===== src/rtl/cic_daq_pkg.sv =====
// Shared types and the round-robin search helper for the CIC output mux.
// Types are sized for the widest supported configuration (16 channels);
// each module narrows them to its own channel count.
package cic_daq_pkg;

  localparam int unsigned NCH_MAX = 16;
  localparam int unsigned CHW_MAX = 4;

  typedef logic [CHW_MAX-1:0] chan_id_t;

  // Result of one round-robin search.
  typedef struct packed {
    logic     found;
    chan_id_t idx;
  } pick_t;

  // First asserted request after ptr, wrapping modulo nch.
  // The search starts at ptr+1 and ends at ptr itself, so the channel that
  // won last time has the lowest priority this time.
  function automatic pick_t rr_pick(input logic [NCH_MAX-1:0] req,
                                    input chan_id_t ptr,
                                    input int unsigned nch);
    pick_t       r;
    int unsigned c;
    r.found = 1'b0;
    r.idx   = '0;
    for (int unsigned k = 1; k <= NCH_MAX; k++) begin
      // ptr < nch and k <= nch, so one wrap subtraction is enough.
      c = 32'(ptr) + k;
      if (c >= nch) c = c - nch;
      if (k <= nch && !r.found && req[c[CHW_MAX-1:0]]) begin
        r.found = 1'b1;
        r.idx   = c[CHW_MAX-1:0];
      end
    end
    return r;
  endfunction

endpackage


===== src/rtl/cic_out_rr_mux_rr_arbiter.sv =====
// Round-robin arbiter: one-hot grant plus index, owns the priority pointer.
// The pointer moves to the winner only when the grant is actually taken.
module rr_arbiter
  import cic_daq_pkg::*;
#(
  parameter int unsigned NCH = 4,
  parameter int unsigned CHW = $clog2(NCH)
) (
  input  logic           clk,
  input  logic           rst_n,
  input  logic [NCH-1:0] req,
  input  logic           advance,
  output logic [NCH-1:0] grant,
  output logic [CHW-1:0] grant_idx,
  output logic           grant_valid,
  output logic [CHW-1:0] ptr
);

  logic [NCH_MAX-1:0] req_ext;
  chan_id_t           ptr_ext;
  pick_t              pick;
  logic               unused_pick_bits;

  // Pointer register: reset to the last channel so channel 0 wins first.
  always_ff @(posedge clk) begin
    if (!rst_n) begin
      ptr <= CHW'(NCH - 1);
    end else if (advance) begin
      ptr <= grant_idx;
    end
  end

  // Widen to the package search width, pick a winner, decode to one-hot.
  always_comb begin
    req_ext            = '0;
    req_ext[NCH-1:0]   = req;
    ptr_ext            = '0;
    ptr_ext[CHW-1:0]   = ptr;
    pick               = rr_pick(req_ext, ptr_ext, NCH);
    grant_valid        = pick.found;
    grant_idx          = pick.idx[CHW-1:0];
    grant              = '0;
    if (pick.found) grant[grant_idx] = 1'b1;
  end

  // Upper index bits are always zero for small channel counts.
  assign unused_pick_bits = &{1'b0, pick};

endmodule


===== src/rtl/cic_out_rr_mux.sv =====
// Round-robin mux sharing one output stream between NCH CIC channels.
// Enabled channels are arbitrated and the winner is registered with its tag;
// disabled channels are always drained and counted in drop_cnt.
//
// Handshake: every stream transfers on a rising edge where valid and ready
// are both high. Ready may depend combinationally on valid (in_ready[i]
// follows the arbitration of in_valid), valid never depends on ready, and
// out_data/out_chan stay frozen while out_valid is high and out_ready is low.
module cic_out_rr_mux
  import cic_daq_pkg::*;
#(
  parameter int unsigned DW   = 32,
  parameter int unsigned NCH  = 4,
  parameter int unsigned CNTW = 16,
  parameter int unsigned CHW  = $clog2(NCH)
) (
  input  logic              clk,
  input  logic              rst_n,
  input  logic [NCH-1:0]    chan_en,
  input  logic [NCH*DW-1:0] in_data,
  input  logic [NCH-1:0]    in_valid,
  output logic [NCH-1:0]    in_ready,
  output logic [DW-1:0]     out_data,
  output logic [CHW-1:0]    out_chan,
  output logic              out_valid,
  input  logic              out_ready,
  output logic [CNTW-1:0]   drop_cnt
);

  localparam logic [CNTW+4:0] CNT_MAX = {5'b0, {CNTW{1'b1}}};

  logic           load_en;
  logic [NCH-1:0] req;
  logic [NCH-1:0] grant;
  logic [CHW-1:0] grant_idx;
  logic           grant_valid;
  logic           take;
  logic [CHW-1:0] rr_ptr;
  logic           unused_rr_ptr;

  logic [NCH-1:0]  drop_req;
  logic [4:0]      drop_pc;
  logic [CNTW+4:0] drop_sum;
  logic [CNTW-1:0] drop_next;

  // The output register can accept a new sample when it is empty or draining.
  assign load_en = !out_valid || out_ready;
  assign req     = in_valid & chan_en;
  assign take    = grant_valid && load_en && rst_n;

  rr_arbiter #(
    .NCH (NCH),
    .CHW (CHW)
  ) u_arb (
    .clk         (clk),
    .rst_n       (rst_n),
    .req         (req),
    .advance     (take),
    .grant       (grant),
    .grant_idx   (grant_idx),
    .grant_valid (grant_valid),
    .ptr         (rr_ptr)
  );

  // The pointer is kept visible for probing inside the arbiter instance.
  assign unused_rr_ptr = ^rr_ptr;

  // Ready: the granted channel when the register can load, plus every
  // disabled channel (drained unconditionally); nothing while in reset.
  always_comb begin
    in_ready = ((grant & {NCH{load_en}}) | ~chan_en) & {NCH{rst_n}};
  end

  // Output register: load the winner, clear valid when drained with no winner.
  always_ff @(posedge clk) begin
    if (!rst_n) begin
      out_valid <= 1'b0;
      out_data  <= '0;
      out_chan  <= '0;
    end else if (load_en) begin
      if (grant_valid) begin
        out_valid <= 1'b1;
        out_data  <= in_data[grant_idx*DW +: DW];
        out_chan  <= grant_idx;
      end else begin
        out_valid <= 1'b0;
      end
    end
  end

  // Count samples accepted from disabled channels this cycle, saturating.
  always_comb begin
    drop_req = in_valid & ~chan_en & {NCH{rst_n}};
    drop_pc  = '0;
    for (int i = 0; i < int'(NCH); i++) begin
      drop_pc = drop_pc + {4'b0, drop_req[i]};
    end
    drop_sum  = {5'b0, drop_cnt} + {{CNTW{1'b0}}, drop_pc};
    drop_next = (drop_sum > CNT_MAX) ? {CNTW{1'b1}} : drop_sum[CNTW-1:0];
  end

  // Drop counter register.
  always_ff @(posedge clk) begin
    if (!rst_n) begin
      drop_cnt <= '0;
    end else begin
      drop_cnt <= drop_next;
    end
  end

endmodule

===== config.mk =====
export PLATFORM = sky130hd
export DESIGN_NAME = cic_out_rr_mux
export DESIGN_NICKNAME = d
export VERILOG_FILES = /design/src/rtl/cic_daq_pkg.sv /design/src/rtl/cic_out_rr_mux_rr_arbiter.sv /design/src/rtl/cic_out_rr_mux.sv
export SDC_FILE = /design/constraint.sdc
export NUM_CORES = 1
export LEC_CHECK = 0
export BUFFER_PORTS_ARGS = -buffer_cell sky130_fd_sc_hd__buf_2
export CORE_UTILIZATION = 50
export DETAILED_ROUTE_END_ITERATION = 8
export PLACE_DENSITY = 0.86
export SYNTH_ARGS = -nofsm -noshare
export SYNTH_HDL_FRONTEND = slang
export SYNTH_SLANG_ARGS = --single-unit
export TNS_END_PERCENT = 10

===== constraint.sdc =====
create_clock -name clk -period 5.7 [get_ports clk]
set_input_delay 1.425 -clock clk [delete_from_list [all_inputs] [get_ports clk]]
set_output_delay 1.425 -clock clk [all_outputs]
set_load 0.01 [all_outputs]

# ---- After elaboration in Yosys (flattened, before gate mapping)
# Cells that the tools add are included.
dict set report op_classes {
  shifts 1
  addsub 12
  bitwise 7
  order_cmp 11
  muxes 21
  reduce_logical 12
}
# operator n
set op_table {}
lappend op_table {{$ge 32x3->1 const B} 4}
lappend op_table {{$shiftx 128x8->32} 1}
lappend op_table {{$and 4x4->4} 5}
lappend op_table {{$lt 4x5->1 const B} 4}
lappend op_table {{$mux 4} 5}
lappend op_table {{$mux 5} 4}
lappend op_table {{$add 16x4->17} 1}
lappend op_table {{$gt 17x16->1 const B} 1}
lappend op_table {{$bmux 1 s4} 4}
lappend op_table {{$mux 16} 1}
lappend op_table {{$sub 4x3->4 const B} 4}
lappend op_table {{$add 2x2->3 const B} 2}
lappend op_table {{$logic_and 1x1->1} 6}
lappend op_table {{$mux 1} 6}
lappend op_table {{$add 2x3->4 const B} 1}
lappend op_table {{$add 3x1->4} 1}
lappend op_table {{$logic_not 1->1} 4}
lappend op_table {{$not 4->4} 1}
lappend op_table {{$or 4x4->4} 1}
lappend op_table {{$add 2x1->3} 1}
lappend op_table {{$add 2x1->3 const B} 1}
lappend op_table {{$lt 2x3->1 const B} 1}
lappend op_table {{$add 1x1->2} 1}
lappend op_table {{$demux 1 s2} 1}
lappend op_table {{other kinds (3)} 3}
dict set report word_totals {
  in_bits 139
  elab_cells 69
  regBits 53
  output_inout_bits 55
}

# ---- Logic depth before layout (Yosys ltp)
dict set report depth {
  depth_word 23
  mapped_depth 13
  mapped_depth_nobuf 12
}

# ---- Hierarchy
# Synthesis repeated with hierarchy kept, for this count alone.
dict set report unflattened {
  hier_cells 351
  hier_area_um2 3564.7
}
# mod area_per_inst_um2 cells_per_inst instances
set by_module_without_submodules {}
lappend by_module_without_submodules {cic_out_rr_mux 3040.4 296 1}
lappend by_module_without_submodules {rr_arbiter 524.3 55 1}

# ---- Worst setup path before layout
# OpenSTA, ideal clock, no wires.
dict set report synth_path {
  kind {input to output}
  start {input in_valid[1]}
  end {output in_ready[1]}
  path_buffers 3
  arrival_ns 3.246
  path_stages 10
  path_slack_ns 1.029
  t_required_ns 4.275
  cell_sequence {nand2_1 > mux4_2 > nor4_2 > or3_1 > buf_4 > a21boi_2 > buf_6 > buf_12 > nand2_1 > a21oi_1}
}
dict set report synth_via {
  elab_chain_len 21
}
# element line_no
set synth_lines {}
lappend synth_lines {{start, declared} cic_out_rr_mux.sv:21} ;# input logic [NCH-1:0] in_valid,
lappend synth_lines {{$and 4x4->4 (*)} cic_out_rr_mux.sv:48} ;# assign req = in_valid & chan_en;
lappend synth_lines {{$bmux 1 s4} cic_daq_pkg.sv:31} ;# if (k <= nch && !r.found && req[c[CHW_MAX-1:0]]) begin
lappend synth_lines {{$mux 1 (not written as such)} cic_daq_pkg.sv:31}
lappend synth_lines {{$mux 5} cic_daq_pkg.sv:31}
lappend synth_lines {{$logic_not 1->1} cic_daq_pkg.sv:31}
lappend synth_lines {{$logic_and 1x1->1} cic_daq_pkg.sv:31}
lappend synth_lines {{$mux 5} cic_daq_pkg.sv:31}
lappend synth_lines {{$logic_not 1->1} cic_daq_pkg.sv:31}
lappend synth_lines {{[5 not listed]} -}
lappend synth_lines {{$lt 2x3->1 (not written as such) / $ge 2x1->1 (equally long branches)} cic_out_rr_mux_rr_arbiter.sv:43} ;# if (pick.found) grant[grant_idx] = 1'b1;
lappend synth_lines {{$logic_and 1x1->1 (not written as such)} cic_out_rr_mux_rr_arbiter.sv:43}
lappend synth_lines {{$mux 1 (not written as such)} cic_out_rr_mux_rr_arbiter.sv:43}
lappend synth_lines {{$demux 1 s2} -}
lappend synth_lines {{$mux 4 (*)} cic_out_rr_mux_rr_arbiter.sv:43}
lappend synth_lines {{$and 4x4->4 (*)} cic_out_rr_mux.sv:71} ;# in_ready = ((grant & {NCH{load_en}}) | ~chan_en) & {NCH{rst_n}};
lappend synth_lines {{$or 4x4->4 (*)} cic_out_rr_mux.sv:71}
lappend synth_lines {{$and 4x4->4 (*)} cic_out_rr_mux.sv:71}
lappend synth_lines {{end, declared} cic_out_rr_mux.sv:22} ;# output logic [NCH-1:0] in_ready,
# Mark *: on every way between the ends. The rest lies on a longest branch, timed or not. The select of a mux whose other input is x is not followed.

# ---- Worst setup path after layout
dict set report layout_path {
  start {input chan_en[1]}
  end {output in_ready[1]}
}
dict set report layout_via {
  elab_chain_len 21
}
# element line_no
set layout_lines {}
lappend layout_lines {{start, declared} cic_out_rr_mux.sv:19} ;# input logic [NCH-1:0] chan_en,
lappend layout_lines {{$and 4x4->4} cic_out_rr_mux.sv:48}
lappend layout_lines {{$bmux 1 s4} cic_daq_pkg.sv:31}
lappend layout_lines {{$mux 1 (not written as such)} cic_daq_pkg.sv:31}
lappend layout_lines {{$mux 5} cic_daq_pkg.sv:31}
lappend layout_lines {{$logic_not 1->1} cic_daq_pkg.sv:31}
lappend layout_lines {{$logic_and 1x1->1} cic_daq_pkg.sv:31}
lappend layout_lines {{$mux 5} cic_daq_pkg.sv:31}
lappend layout_lines {{$logic_not 1->1} cic_daq_pkg.sv:31}
lappend layout_lines {{[5 not listed]} -}
lappend layout_lines {{$lt 2x3->1 (not written as such) / $ge 2x1->1 (equally long branches)} cic_out_rr_mux_rr_arbiter.sv:43}
lappend layout_lines {{$logic_and 1x1->1 (not written as such)} cic_out_rr_mux_rr_arbiter.sv:43}
lappend layout_lines {{$mux 1 (not written as such)} cic_out_rr_mux_rr_arbiter.sv:43}
lappend layout_lines {{$demux 1 s2} -}
lappend layout_lines {{$mux 4} cic_out_rr_mux_rr_arbiter.sv:43}
lappend layout_lines {{$and 4x4->4} cic_out_rr_mux.sv:71}
lappend layout_lines {{$or 4x4->4 (*)} cic_out_rr_mux.sv:71}
lappend layout_lines {{$and 4x4->4 (*)} cic_out_rr_mux.sv:71}
# Marked as above.

==> flow_metrics.py <==
metrics = {
    "cells_and_area": {
        "layout_commonest_cell": "buf_2",
        "layout.nets": 742,
        "most-common-layout-cells": "193 x buf_2, 64 x mux2i_1, 52 x dfxtp_1",
        "final_area_um2": 4760,
        "diodes": 0,
        "fin_cells": 693,
        "drive_gt1_share_pct": 36.5,
        "utilization_pct": 68.5,
        "fillers": 579,
        "area_growth_pct": 29.2,
    },
    "power_and_ir_drop": {
        "max-vdd-ir-drop_uv": 351,
        "p_leak_nw": 2.30,
        "power.total_mw": 2.15,
        "powerDensity_nw_per_um2": 453,
        "p_comb_share_pct": 63.2,
        "swShare_pct": 44.5,
        "seqPwrFrac_pct": 24.2,
        "p_switching_mw": 0.958,
        "power_frac_clock_pct": 12.6,
        "intPower_mw": 1.20,
    },
    "place": {
        "portBuffers": 193,
        "place_area_um2": 4640,
        "dp_hpwl_um": 8650,
        "dp_cells": 685,
        "gp_congestion": 0.886,
    },
    "setup_path": {
        "worstPathRequired_ns": 4.28,
        "arrival_ns": 3.41,
        "cp-start-kind": "input pin",
        "cp_cell_sequence": "buf_2 -> nand2_1 -> mux4_2 -> o21ai_1 -> o31a_1 -> and2b_1 -> nand2_1 -> a21oi_1 -> buf_2",
        "critPathSlowestCell": "mux4_2",
        "r2r-start": "u_arb.ptr[1]",
        "setup.worst_path.class": "in2out",
        "startpoint": "chan_en[1]",
        "crit_fanout": 9,
        "setup.worst_path.end_class": "output port",
        "max_stage_delay_ns": 0.52,
    },
    "cts": {
        "cts_made_buffers": 5,
        "cts_setup_buffers": 0,
        "postCtsHoldBufs": 0,
        "cts_root_buf": "clkbuf_8",
        "cts_sinks": 53,
        "cts_max_path_buffers": 2,
        "cts_resized": 0,
        "cts_tree": "done",
        "clk_latency_ns": 0.30,
        "cts.clk_slew.worst_paths_ns": 0.10,
        "htree_levels": 2,
    },
    "timing": {
        "clock.fmax_mhz": 207,
        "worst_pin_slew_ns": 1.16,
        "fin_tns_setup_ns": 0,
        "slew_violations": 0,
        "rsz0062_at_grt": "false",
        "setup_viol": 0,
        "min_period_ns": 4.84,
        "slew_headroom_pct": 22.7,
        "skew_ns": 0.00598,
        "hold_viol_final": 0,
        "fin_crit_sh_pct": 84.9,
    },
    "floorplanning": {
        "io_pins": 194,
        "fp.dieArea_um2": 7710,
        "core_area_um2": 6940,
        "start_util_pct": 53.0,
        "fp.dieH_um": 87.8,
        "std_cell_rows": 30,
        "fp.dieW_um": 87.8,
    },
    "synth": {
        "yosysSeqAreaShare_pct": 28.8,
        "netlist_instances": 422,
        "yosysWarnings": 0,
        "synthDistinctLibCells": 45,
        "syn-num-nets": 568,
        "ys_seq_elements": 53,
        "synth.avg_cell_area_um2": 8.72,
        "netlist_area_um2": 3680,
    },
    "job": {
        "maxCapViolations": 0,
    },
    "drt": {
        "dr.pass1.iters": 4,
        "viasPerCell": 5.85,
        "detailedRoute.firstIterationViolations": 240,
        "drcViolationCount": 0,
        "drtAntennaViolNets": 0,
        "drt_wl_total_um": 11600,
        "vias": 4051,
        "wl_per_cell_um": 16.7,
    },
    "grt": {
        "grt_start_max_net_pins": 47,
        "grt_pass1_wl_um": 17300,
        "grt_usage_pct": 28.7,
        "antenna_found_initial": 0,
        "grt_pass1_vias": 3682,
        "grt-ovfl-total": 0,
    },
    "hold_path": {
        "hold_path_class": "reg2reg",
        "min-delay-start": "out_chan[0]",
    },
    "outcome": {
        "outcome": "complete, no violations",
    },
}
stage by stage:
stage | hold slack [ns] | setup slack (ns)
final | 0.478 | 0.860
after global routing | 0.497 | 0.676
after CTS | 0.480 | 0.898
after detailed placement | 0.465 | 0.898
after global placement | 0.460 | 0.984
after floorplan | 0.494 | 1.03
cell families (layout without fill, tap and decap cells):
logic type      count (synthesis)  count (layout)  synth area share [%]
mux                            66              66                  18.6
fa+ha+maj                       7               7                  2.99
xor+xnor                       10              10                  2.38
simple gates                  101             101                  13.2
buf+inv                        42             217                  6.56
compound gates                143             143                  27.4
flops                          53              53                  28.8
state kept, by name, summed over array words and instances, names as in the netlist:
| register | cells |
|---|---|
| drop_cnt | 16 |
| out_chan | 2 |
| out_data | 32 |
| out_valid | 1 |
| u_arb.ptr | 2 |
metal layers:
metal / track usage [%] / routed length [um] / up-vias
met5: 0 / 0 / -
met4: 11.0 / 308 / 0
met3: 5.37 / 709 / 29
met2: 49.5 / 5980 / 168
met1: 35.5 / 4610 / 1905
li1: - / - / 1949
cell usage after synthesis, drive strengths merged:
library cell / number / area, um2
a2111oi: 1 / 8.76
a211o: 33 / 289
a21boi: 1 / 11.3
a21oi: 22 / 110
a311o: 1 / 10.0
a31oi: 1 / 6.26
and2: 4 / 25.0
and2b: 1 / 7.51
and3: 3 / 18.8
buf: 15 / 138
clkbuf: 19 / 71.3
dfxtp: 53 / 1060
fa: 3 / 60.1
ha: 4 / 50.1
inv: 8 / 32.5
mux2i: 64 / 641
mux4: 2 / 45.0
nand2: 47 / 176
nand2b: 4 / 25.0
nand3: 13 / 65.1
nand3b: 6 / 45.0
nand4: 1 / 6.26
nand4b: 1 / 8.76
nand4bb: 1 / 11.3
nor2: 12 / 45.0
nor2b: 1 / 6.26
nor3: 3 / 15.0
nor4: 1 / 12.5
o211a: 1 / 10.0
o211ai: 35 / 263
o21a: 4 / 30.0
o21ai: 10 / 53.8
o22ai: 33 / 206
o31a: 1 / 8.76
or2: 1 / 6.26
or3: 2 / 12.5
xnor2: 3 / 26.3
xor2: 7 / 61.3
area by class of cell:
type / instances / area (um2) / share of cell area [%]
clock inverters: 1 / 30.0 / 0.631
flip-flops and latches: 53 / 1060 / 22.3
repair buffers: 201 / 1030 / 21.6
inverters: 8 / 32.5 / 0.684
well taps: 96 / 120 / 2.53
clock buffers: 7 / 86.3 / 1.82
multi-input cells: 327 / 2400 / 50.4
power by group through the flow:
stage | logic, mW | registers [mW] | clock network [mW]
after global placement | 1.32 | 0.526 | 0
final | 1.36 | 0.521 | 0.272
after floorplan | 1.05 | 0.557 | 0
after detailed placement | 1.36 | 0.527 | 0
after global routing | 1.47 | 0.531 | 0.290
after CTS | 1.36 | 0.521 | 0.273
worst max-delay path, delay by kind of cell:
kind,cells,cell delay [ns]
buf+inv,2,0.29
simple gates,3,0.44
compound gates,3,0.73
mux,1,0.52
worst paths after layout:
kind,endpoint,slack (ns),cells past startpoint
setup / recovery,in_ready[1],0.86,9
hold / removal,out_chan[0],0.48,2
setup reg to reg,out_data[0],1.97,8
hold reg to reg,out_chan[0],0.48,2
No activity file was read; power rests on OpenSTA's default activity.
